===== src/rtl/mem_arbiter.sv =====
// ---------------------------------------------------------------------------
// mem_arbiter
//
// Purpose:
//    Shares one single-port 256x32 synchronous data memory between two
//    requesters: port A (instruction fetch) and port B (load/store).  Each
//    access is a three-cycle transaction: IDLE (grant), ACCESS (memory
//    samples), RESP (done and read data).  The arbiter owns the memory
//    control lines.  It keeps mem_rw at 1 (read) in every cycle except the
//    ACCESS cycle of a write, so an idle or reset memory is never written.
//
// Configuration:
//    MEM_ARB_FIXED_PRIO_EN  defined   : port A always wins simultaneous
//                                       requests.
//                           undefined : round-robin.  The port that was not
//                                       served last wins a tie.
//
// Ports:
//    clk, rst_n                 clock (rising edge), async active-low reset
//    a_req/a_we/a_addr/a_wdata  port A request (held stable until a_gnt)
//    a_gnt                      port A accept pulse (combinational, IDLE)
//    a_done/a_rdata             port A completion pulse and read data
//    b_*                        same set for port B
//    mem_addr/mem_din/mem_rw    memory address, write data, R_W (1 = read)
//    mem_dout                   registered memory read data
// ---------------------------------------------------------------------------
module mem_arbiter #(
   parameter int ADDR_USED = 8,
   parameter int DW        = 32
) (
   input  logic          clk,
   input  logic          rst_n,
   input  logic          a_req,
   input  logic          a_we,
   input  logic [31:0]   a_addr,
   input  logic [DW-1:0] a_wdata,
   output logic          a_gnt,
   output logic          a_done,
   output logic [DW-1:0] a_rdata,
   input  logic          b_req,
   input  logic          b_we,
   input  logic [31:0]   b_addr,
   input  logic [DW-1:0] b_wdata,
   output logic          b_gnt,
   output logic          b_done,
   output logic [DW-1:0] b_rdata,
   output logic [31:0]   mem_addr,
   output logic [DW-1:0] mem_din,
   output logic          mem_rw,
   input  logic [DW-1:0] mem_dout
);

   localparam logic [1:0] ST_IDLE   = 2'd0;
   localparam logic [1:0] ST_ACCESS = 2'd1;
   localparam logic [1:0] ST_RESP   = 2'd2;

   // Keeps only the low ADDR_USED bits of a requester address.
   localparam logic [31:0] ADDR_MASK = (ADDR_USED >= 32) ? 32'hFFFF_FFFF
                                       : ((32'd1 << ADDR_USED) - 32'd1);

   logic [1:0]    state_r;
   logic          win_b_r;      // 1 = current transaction belongs to port B
   logic          we_r;         // current transaction is a write
   logic          sel_b_s;      // arbitration result: 1 = B wins
   logic          grant_s;
   logic          resp_s;
   logic          win_we_s;
   logic [31:0]   win_addr_s;
   logic [DW-1:0] win_wdata_s;
`ifndef MEM_ARB_FIXED_PRIO_EN
   logic          last_b_r;     // 1 = port B was served last
`endif

   // Arbitration: a single requester wins; a tie is broken by priority mode.
   always_comb begin
      sel_b_s = 1'b0;
      if (a_req && b_req) begin
`ifdef MEM_ARB_FIXED_PRIO_EN
         sel_b_s = 1'b0;
`else
         sel_b_s = ~last_b_r;
`endif
      end else if (b_req) begin
         sel_b_s = 1'b1;
      end else begin
         sel_b_s = 1'b0;
      end
   end

   // Winner request mux feeding the memory control registers.
   always_comb begin
      win_we_s    = 1'b0;
      win_addr_s  = 32'h0000_0000;
      win_wdata_s = {DW{1'b0}};
      if (sel_b_s) begin
         win_we_s    = b_we;
         win_addr_s  = b_addr;
         win_wdata_s = b_wdata;
      end else begin
         win_we_s    = a_we;
         win_addr_s  = a_addr;
         win_wdata_s = a_wdata;
      end
   end

   // Grants exist only in IDLE and never while reset is asserted.
   assign grant_s = rst_n && (state_r == ST_IDLE) && (a_req || b_req);
   assign a_gnt   = grant_s & ~sel_b_s;
   assign b_gnt   = grant_s &  sel_b_s;

   // Done and read data come from registered state.  mem_dout already holds
   // the word sampled on the edge that ended ACCESS.
   assign resp_s  = (state_r == ST_RESP);
   assign a_done  = resp_s & ~win_b_r;
   assign b_done  = resp_s &  win_b_r;
   assign a_rdata = (a_done && !we_r) ? mem_dout : {DW{1'b0}};
   assign b_rdata = (b_done && !we_r) ? mem_dout : {DW{1'b0}};

   // Transaction FSM and memory control registers.  Reset forces
   // mem_rw to 1 asynchronously, which suppresses a write that is in flight.
   always_ff @(posedge clk or negedge rst_n) begin
      if (!rst_n) begin
         state_r  <= ST_IDLE;
         mem_rw   <= 1'b1;
         mem_addr <= 32'h0000_0000;
         mem_din  <= {DW{1'b0}};
         win_b_r  <= 1'b0;
         we_r     <= 1'b0;
      end else begin
         case (state_r)
            ST_IDLE: begin
               if (grant_s) begin
                  mem_addr <= win_addr_s & ADDR_MASK;
                  mem_din  <= win_wdata_s;
                  mem_rw   <= ~win_we_s;
                  win_b_r  <= sel_b_s;
                  we_r     <= win_we_s;
                  state_r  <= ST_ACCESS;
               end else begin
                  mem_rw   <= 1'b1;
               end
            end
            ST_ACCESS: begin
               mem_rw  <= 1'b1;
               state_r <= ST_RESP;
            end
            ST_RESP: begin
               mem_rw  <= 1'b1;
               state_r <= ST_IDLE;
            end
            default: begin
               mem_rw  <= 1'b1;
               state_r <= ST_IDLE;
            end
         endcase
      end
   end

`ifndef MEM_ARB_FIXED_PRIO_EN
   // Round-robin history.  After reset it points at B, so A wins the first tie.
   always_ff @(posedge clk or negedge rst_n) begin
      if (!rst_n) begin
         last_b_r <= 1'b1;
      end else if (grant_s) begin
         last_b_r <= sel_b_s;
      end else begin
         last_b_r <= last_b_r;
      end
   end
`endif

endmodule


===== config.mk =====
export PLATFORM = sky130hd
export DESIGN_NAME = mem_arbiter
export DESIGN_NICKNAME = d
export VERILOG_FILES = /design/src/rtl/mem_arbiter.sv
export SDC_FILE = /design/constraint.sdc
export NUM_CORES = 1
export LEC_CHECK = 0
export CORE_AREA = 5 5 113 115
export CTS_BUF_LIST = sky130_fd_sc_hd__clkbuf_2 sky130_fd_sc_hd__clkbuf_4 sky130_fd_sc_hd__clkbuf_8
export CTS_CLUSTER_DIAMETER = 200
export DETAILED_ROUTE_END_ITERATION = 10
export DIE_AREA = 0 0 118 120
export PLACE_DENSITY = 0.7
export SETUP_SLACK_MARGIN = 0.5
export SLEW_MARGIN = 15
export SYNTH_ARGS = -nofsm -noshare
export SYNTH_HDL_FRONTEND = slang
export SYNTH_SLANG_ARGS = --single-unit
export TNS_END_PERCENT = 20

===== constraint.sdc =====
create_clock -name clk -period 5.15 [get_ports clk]
set_clock_uncertainty 0.05 [all_clocks]
set_input_delay 1.2875 -clock clk [delete_from_list [all_inputs] [get_ports clk]]
set_output_delay 1.2875 -clock clk [all_outputs]
set_load 0.02 [all_outputs]

# [Yosys cells after proc, flatten, opt, wreduce, memory -nomap -nowiden]
# Index checks and enable logic that the tools add are counted.
[word_totals] reg_bits=46 ram_bits=0 word_cells=38 latch_bits=0 mem_bits_ro=0 n_memories=0 output_inout_bits=133
[classes] div=0 magnitude_cmp=0 shifts=0 n_reduce_logical=9 n_addsub=0 n_bitwise=8 mux=11 multipliers=0 n_eq_ne=3
[ops] cell="32-bit two-way mux" count=3
[ops] cell="8-bit two-way mux" count=1
[ops] cell="1-bit logical AND" count=5
[ops] cell="1-bit two-way mux" count=5
[ops] cell="1-bit bitwise AND" count=4
[ops] cell="1-bit inverter" count=4
[ops] cell="2-bit one-hot mux with 2 select lines" count=1
[ops] cell="2-bit by 1-bit equality test with 1-bit output (second input constant)" count=1
[ops] cell="2-bit equality test (second input constant)" count=1
[ops] cell="2-bit logical NOT" count=1
[ops] cell="2-bit two-way mux" count=1
[ops] cell="2-bit inequality test (second input constant)" count=1
[ops] cell="2-bit AND reduction" count=1
[ops] cell="1-bit logical NOT" count=1
[ops] cell="1-bit logical OR" count=1

# [Depth between registers and ports, before layout]
[depth] ltp_word=6 ltp_mapped=5 ltp_nobuf=3

# [Least setup slack after synthesis]
# Ideal clock, no wire load.
[synth_path] path_kind="input port to output port" from="in rst_n" to="out a_gnt" required_ps=3813 path_buffers=2 arrival_time_ps=2509 setup_slack_ps=1304 stages=4 path_cell_list="or3b_1 -> buf_6 -> clkbuf_1 -> nor3b_1"
[synth_via] elab_chain_cells=3
[synth_lines] element="from (decl)" line="32" source="input logic rst_n,"
[synth_lines] element="1-bit logical AND (2 in a row)" line="107" source="assign grant_s = rst_n && (state_r == ST_IDLE) && (a_req || b_req);"
[synth_lines] element="1-bit bitwise AND" line="108" source="assign a_gnt = grant_s & ~sel_b_s;"
[synth_lines] element="to (decl)" line="37" source="output logic a_gnt,"
# Every way passes these cells.

# [Worst setup path after layout]
[layout_path] from="in rst_n" to="out b_gnt"
[layout_via] elab_chain_cells=3
[layout_lines] element="1-bit logical AND (2 in a row)" line="107"
[layout_lines] element="1-bit bitwise AND" line="109" source="assign b_gnt = grant_s & sel_b_s;"
[layout_lines] element="to (decl)" line="44" source="output logic b_gnt,"
# Every way passes these cells.

==> summary.md <==
| Metric | Value |
|---|---|
| Outcome | `finished clean` |
| Routability cong. | `0.761` |
| Pwr Density | `290 nW/um2` |
| Syn Area/Cell | `9.14 um2` |
| Clk_lat worst skew | `0.31 ns` |
| GRT Overall Usage | `14.6%` |
| Slew @ Worst Pin | `0.603 ns` |
| Routed Antenna Nets | `0` |
| LEAKAGE | `2.11 nW` |
| # Post-CTS Setup Buffers | `0` |
| Clk root buf | `clkbuf_8` |
| Yosys top cell area share | `39.6%` |
| Most frequent cell after synthesis | `and2_1` |
| Post-synth cell types | `21` |
| Met1 Wirelength | `approximately 4300 um` |
| Filler cells | `about 1200` |
| Number of global-route vias before repair | `3186` |
| Endpoints failing hold | `0` |
| Top_reg_cell synth | `dfrtp_1` |
| Top cells by area, synth | `dfrtp_1 40%, a221o_1 15%, and2_1 14%` |
| Top layer in use | `met4` |
| Worst setup path start | `rst_n` |
| Flops & latches, synth | `46` |
| Clk slew on worst S/H paths | `0.10 ns` |
| Rel. slew slack | `59.8%` |
| Die ar. | `approximately 14000 um2` |
| Number of detailed-route iterations in the first pass | `4` |
| HPWL Detailed | `8520 um` |
| Hold Crit Start | `state_r[1]` |
| DR WL met2 | `5200 um` |
| Largest stage delay, worst path | `0.66 ns` |
| DIE HEIGHT | `between 100 and 150 um` |
| Number of enable flip-flop cells after synthesis | `0` |
| Hold Path End | `state_r[1]` |
| CP Buf/Inv Count | `2` |
| Gr ovfl total | `0` |
| Core area | `11700 um2` |
| DP Area | `5040 um2` |
| Total placed cells including tap cells | `around 650` |
| R2R Setup Slk | `2.75 ns` |
| RR Startpoint | `state_r[0]` |
| Synth Instances | `304` |
| Worst Hold Depth | `1` |
| Clock Path Buffers | `2` |
| Routed via count | `3011` |
| Max Fanout on Critical Path | `12` |
| IO buf count | `about 230` |
| # diodes | `0` |
| Yosys Warn Count | `0` |
| HP Class | `reg2reg` |
| Post-route insts no fill | `~660` |
| Crit end category | `output pin` |
| Crit-path leading delay family | `buffers and inverters` |
| Max-Cap Viols | `0` |
| I/O Pins | `299` |
| Fin. max-slew vios | `0` |
| CTS buffer count | `5` |
| Startpoint Class | `input port` |
| Setup TNS Final | `0 ns` |
| Critical Path Slowest Stage Cell | `clkdlybuf4s50_1` |
| Top cells by count, synth | `64 x and2_1, 44 x dfrtp_1, 43 x nor3_1` |
| Final Setup Violations | `0` |
| Cell Area, Synth | `2780 um2` |
| Initial Util | `between 20% and 30%` |
| Util after Layout | `44.2%` |
| Routed wire length on met3 | `1170 um` |
| Final wirelength | `approximately 11000 um` |
| Largest net degree at the start of global routing | `between 40 and 50` |
| Die width | `118 um` |
| Post-CTS sizing | `0` |
| Worst Path Required | `3.81 ns` |
| Final total power | `between 1.5 and 2 mW` |
| Critical path class | `in2out` |
| Cell row count | `40` |
| CTS tree | `done` |
| Layout cells sized above 1 | `4.84%` |
| Final instance area | `approximately 5200 um2` |
| Layout Nets | `681` |
| Unrepaired setup endpoints after global routing | `no` |
| Htree depth | `2` |
| R2R depth | `5` |
| First-pass GRT wire length | `16900 um` |
| Async SR Flop Fraction | `100%` |
| Drt via density | `4.54` |
| Worst Path Arrival | `2.95 ns` |
| RR Endpoint | `mem_din[5]` |
| Period utilization | `between 80 and 90%` |
| DRC | `0` |
| Initial antenna violation count | `0` |
| Cell breakdown of the critical path | `buf_2 -> or3b_1 -> a211oi_4 -> clkdlybuf4s50_1` |
| Clock Sinks | `46` |
| Initial DRC count | `138` |
| Area delta synth->final | `86.2%` |
| Register area share after synthesis | `41.5%` |
| Hold_buf cts | `0` |
| Max IR drop VDD | `around 0.15 mV` |
| Tmin final | `about 4.3 ns` |
| Fmax | `233 MHz` |
| Cell taking the most area after synthesis | `dfrtp_1` |
| Routed wire per std cell | `16.3 um` |
==> power by group <==
part | internal (mW) | switching, mW
Combinational | 0.364 | 0.334
Clock | 0.146 | 0.136
Sequential | 0.458 | 0.0641
Total | 0.968 | 0.535
==> cell families after synthesis <==
| family | share of synthesized area [%] |
|---|---|
| AND/OR/NAND/NOR | 29.2 |
| AO/OA/AOI/OAI | 16.9 |
| other | 0.135 |
| buffers and inverters | 12.2 |
| flip-flops | 41.5 |
==> layer usage <==
| metal | vias up | track usage, % |
|---|---|---|
| li1 | 1437 | - |
| met1 | 1387 | 17.3 |
| met2 | 176 | 24.5 |
| met3 | 11 | 5.89 |
| met4 | 0 | 4.37 |
| met5 | - | 0 |
==> area by class of cell <==
cell class                 count  area (um2)  area share, %
inverter                       3        11.3          0.218
multi-input combinational    225        1390           26.8
clock buffer                   5        68.8           1.33
clock inverter                 3        43.8          0.846
sequential                    46        1150           22.3
timing repair buffer         234        2320           44.9
tap                          147         184           3.55
==> sequential cells by signal, indices dropped and copies added, names as in the netlist <==
name and count:
win_b_r 1, state_r 2, mem_din 32, we_r 1, mem_addr 8, mem_rw 1
last_b_r 1
==> how the worst max path moves through the flow <==
stage               endpoint  cells after the start
finish                 b_gnt                      4
global route           b_gnt                      4
CTS                    b_gnt                      4
detailed placement     b_gnt                      4
global placement       b_gnt                      4
floorplan              a_gnt                      4
==> layout by cell type, fill, tap and decap left out <==
cell	netlist	final
nor3_2	0	2
inv_1	3	3
nand2b_1	1	1
nor2b_1	2	1
buf_4	24	7
a221o_1	41	41
or3b_1	1	1
dfstp_2	2	2
buf_2	2	2
buf_12	0	1
nor3b_1	1	1
nor2_1	2	2
a211oi_4	1	1
conb_1	1	24
inv_6	0	1
nand2_1	41	41
nor3_1	43	41
and2_1	64	64
a21o_1	2	2
clkbuf_8	0	5
dfrtp_1	44	44
clkdlybuf4s50_1	0	224
clkinv_2	0	1
nor2b_4	0	1
o21bai_4	1	1
bufinv_16	0	1
a21oi_1	1	1
==> worst register-to-register path, delay by kind of cell (launching register included) <==
kind	cells	cell delay, ns
buffers and inverters	2	0.57
flip-flops	1	0.39
AO/OA/AOI/OAI	2	0.65
AND/OR/NAND/NOR	1	0.62
==> metrics by stage <==
step / setup slack [ns] / hold slack [ns]
3_3_place_gp: 0.871 / 0.385
2_1_floorplan: 1.30 / 0.370
4_1_cts: 0.826 / 0.406
6_report: 0.863 / 0.404
5_1_grt: 0.787 / 0.450
3_5_place_dp: 0.825 / 0.391
Power figures use the tool's default switching activity.
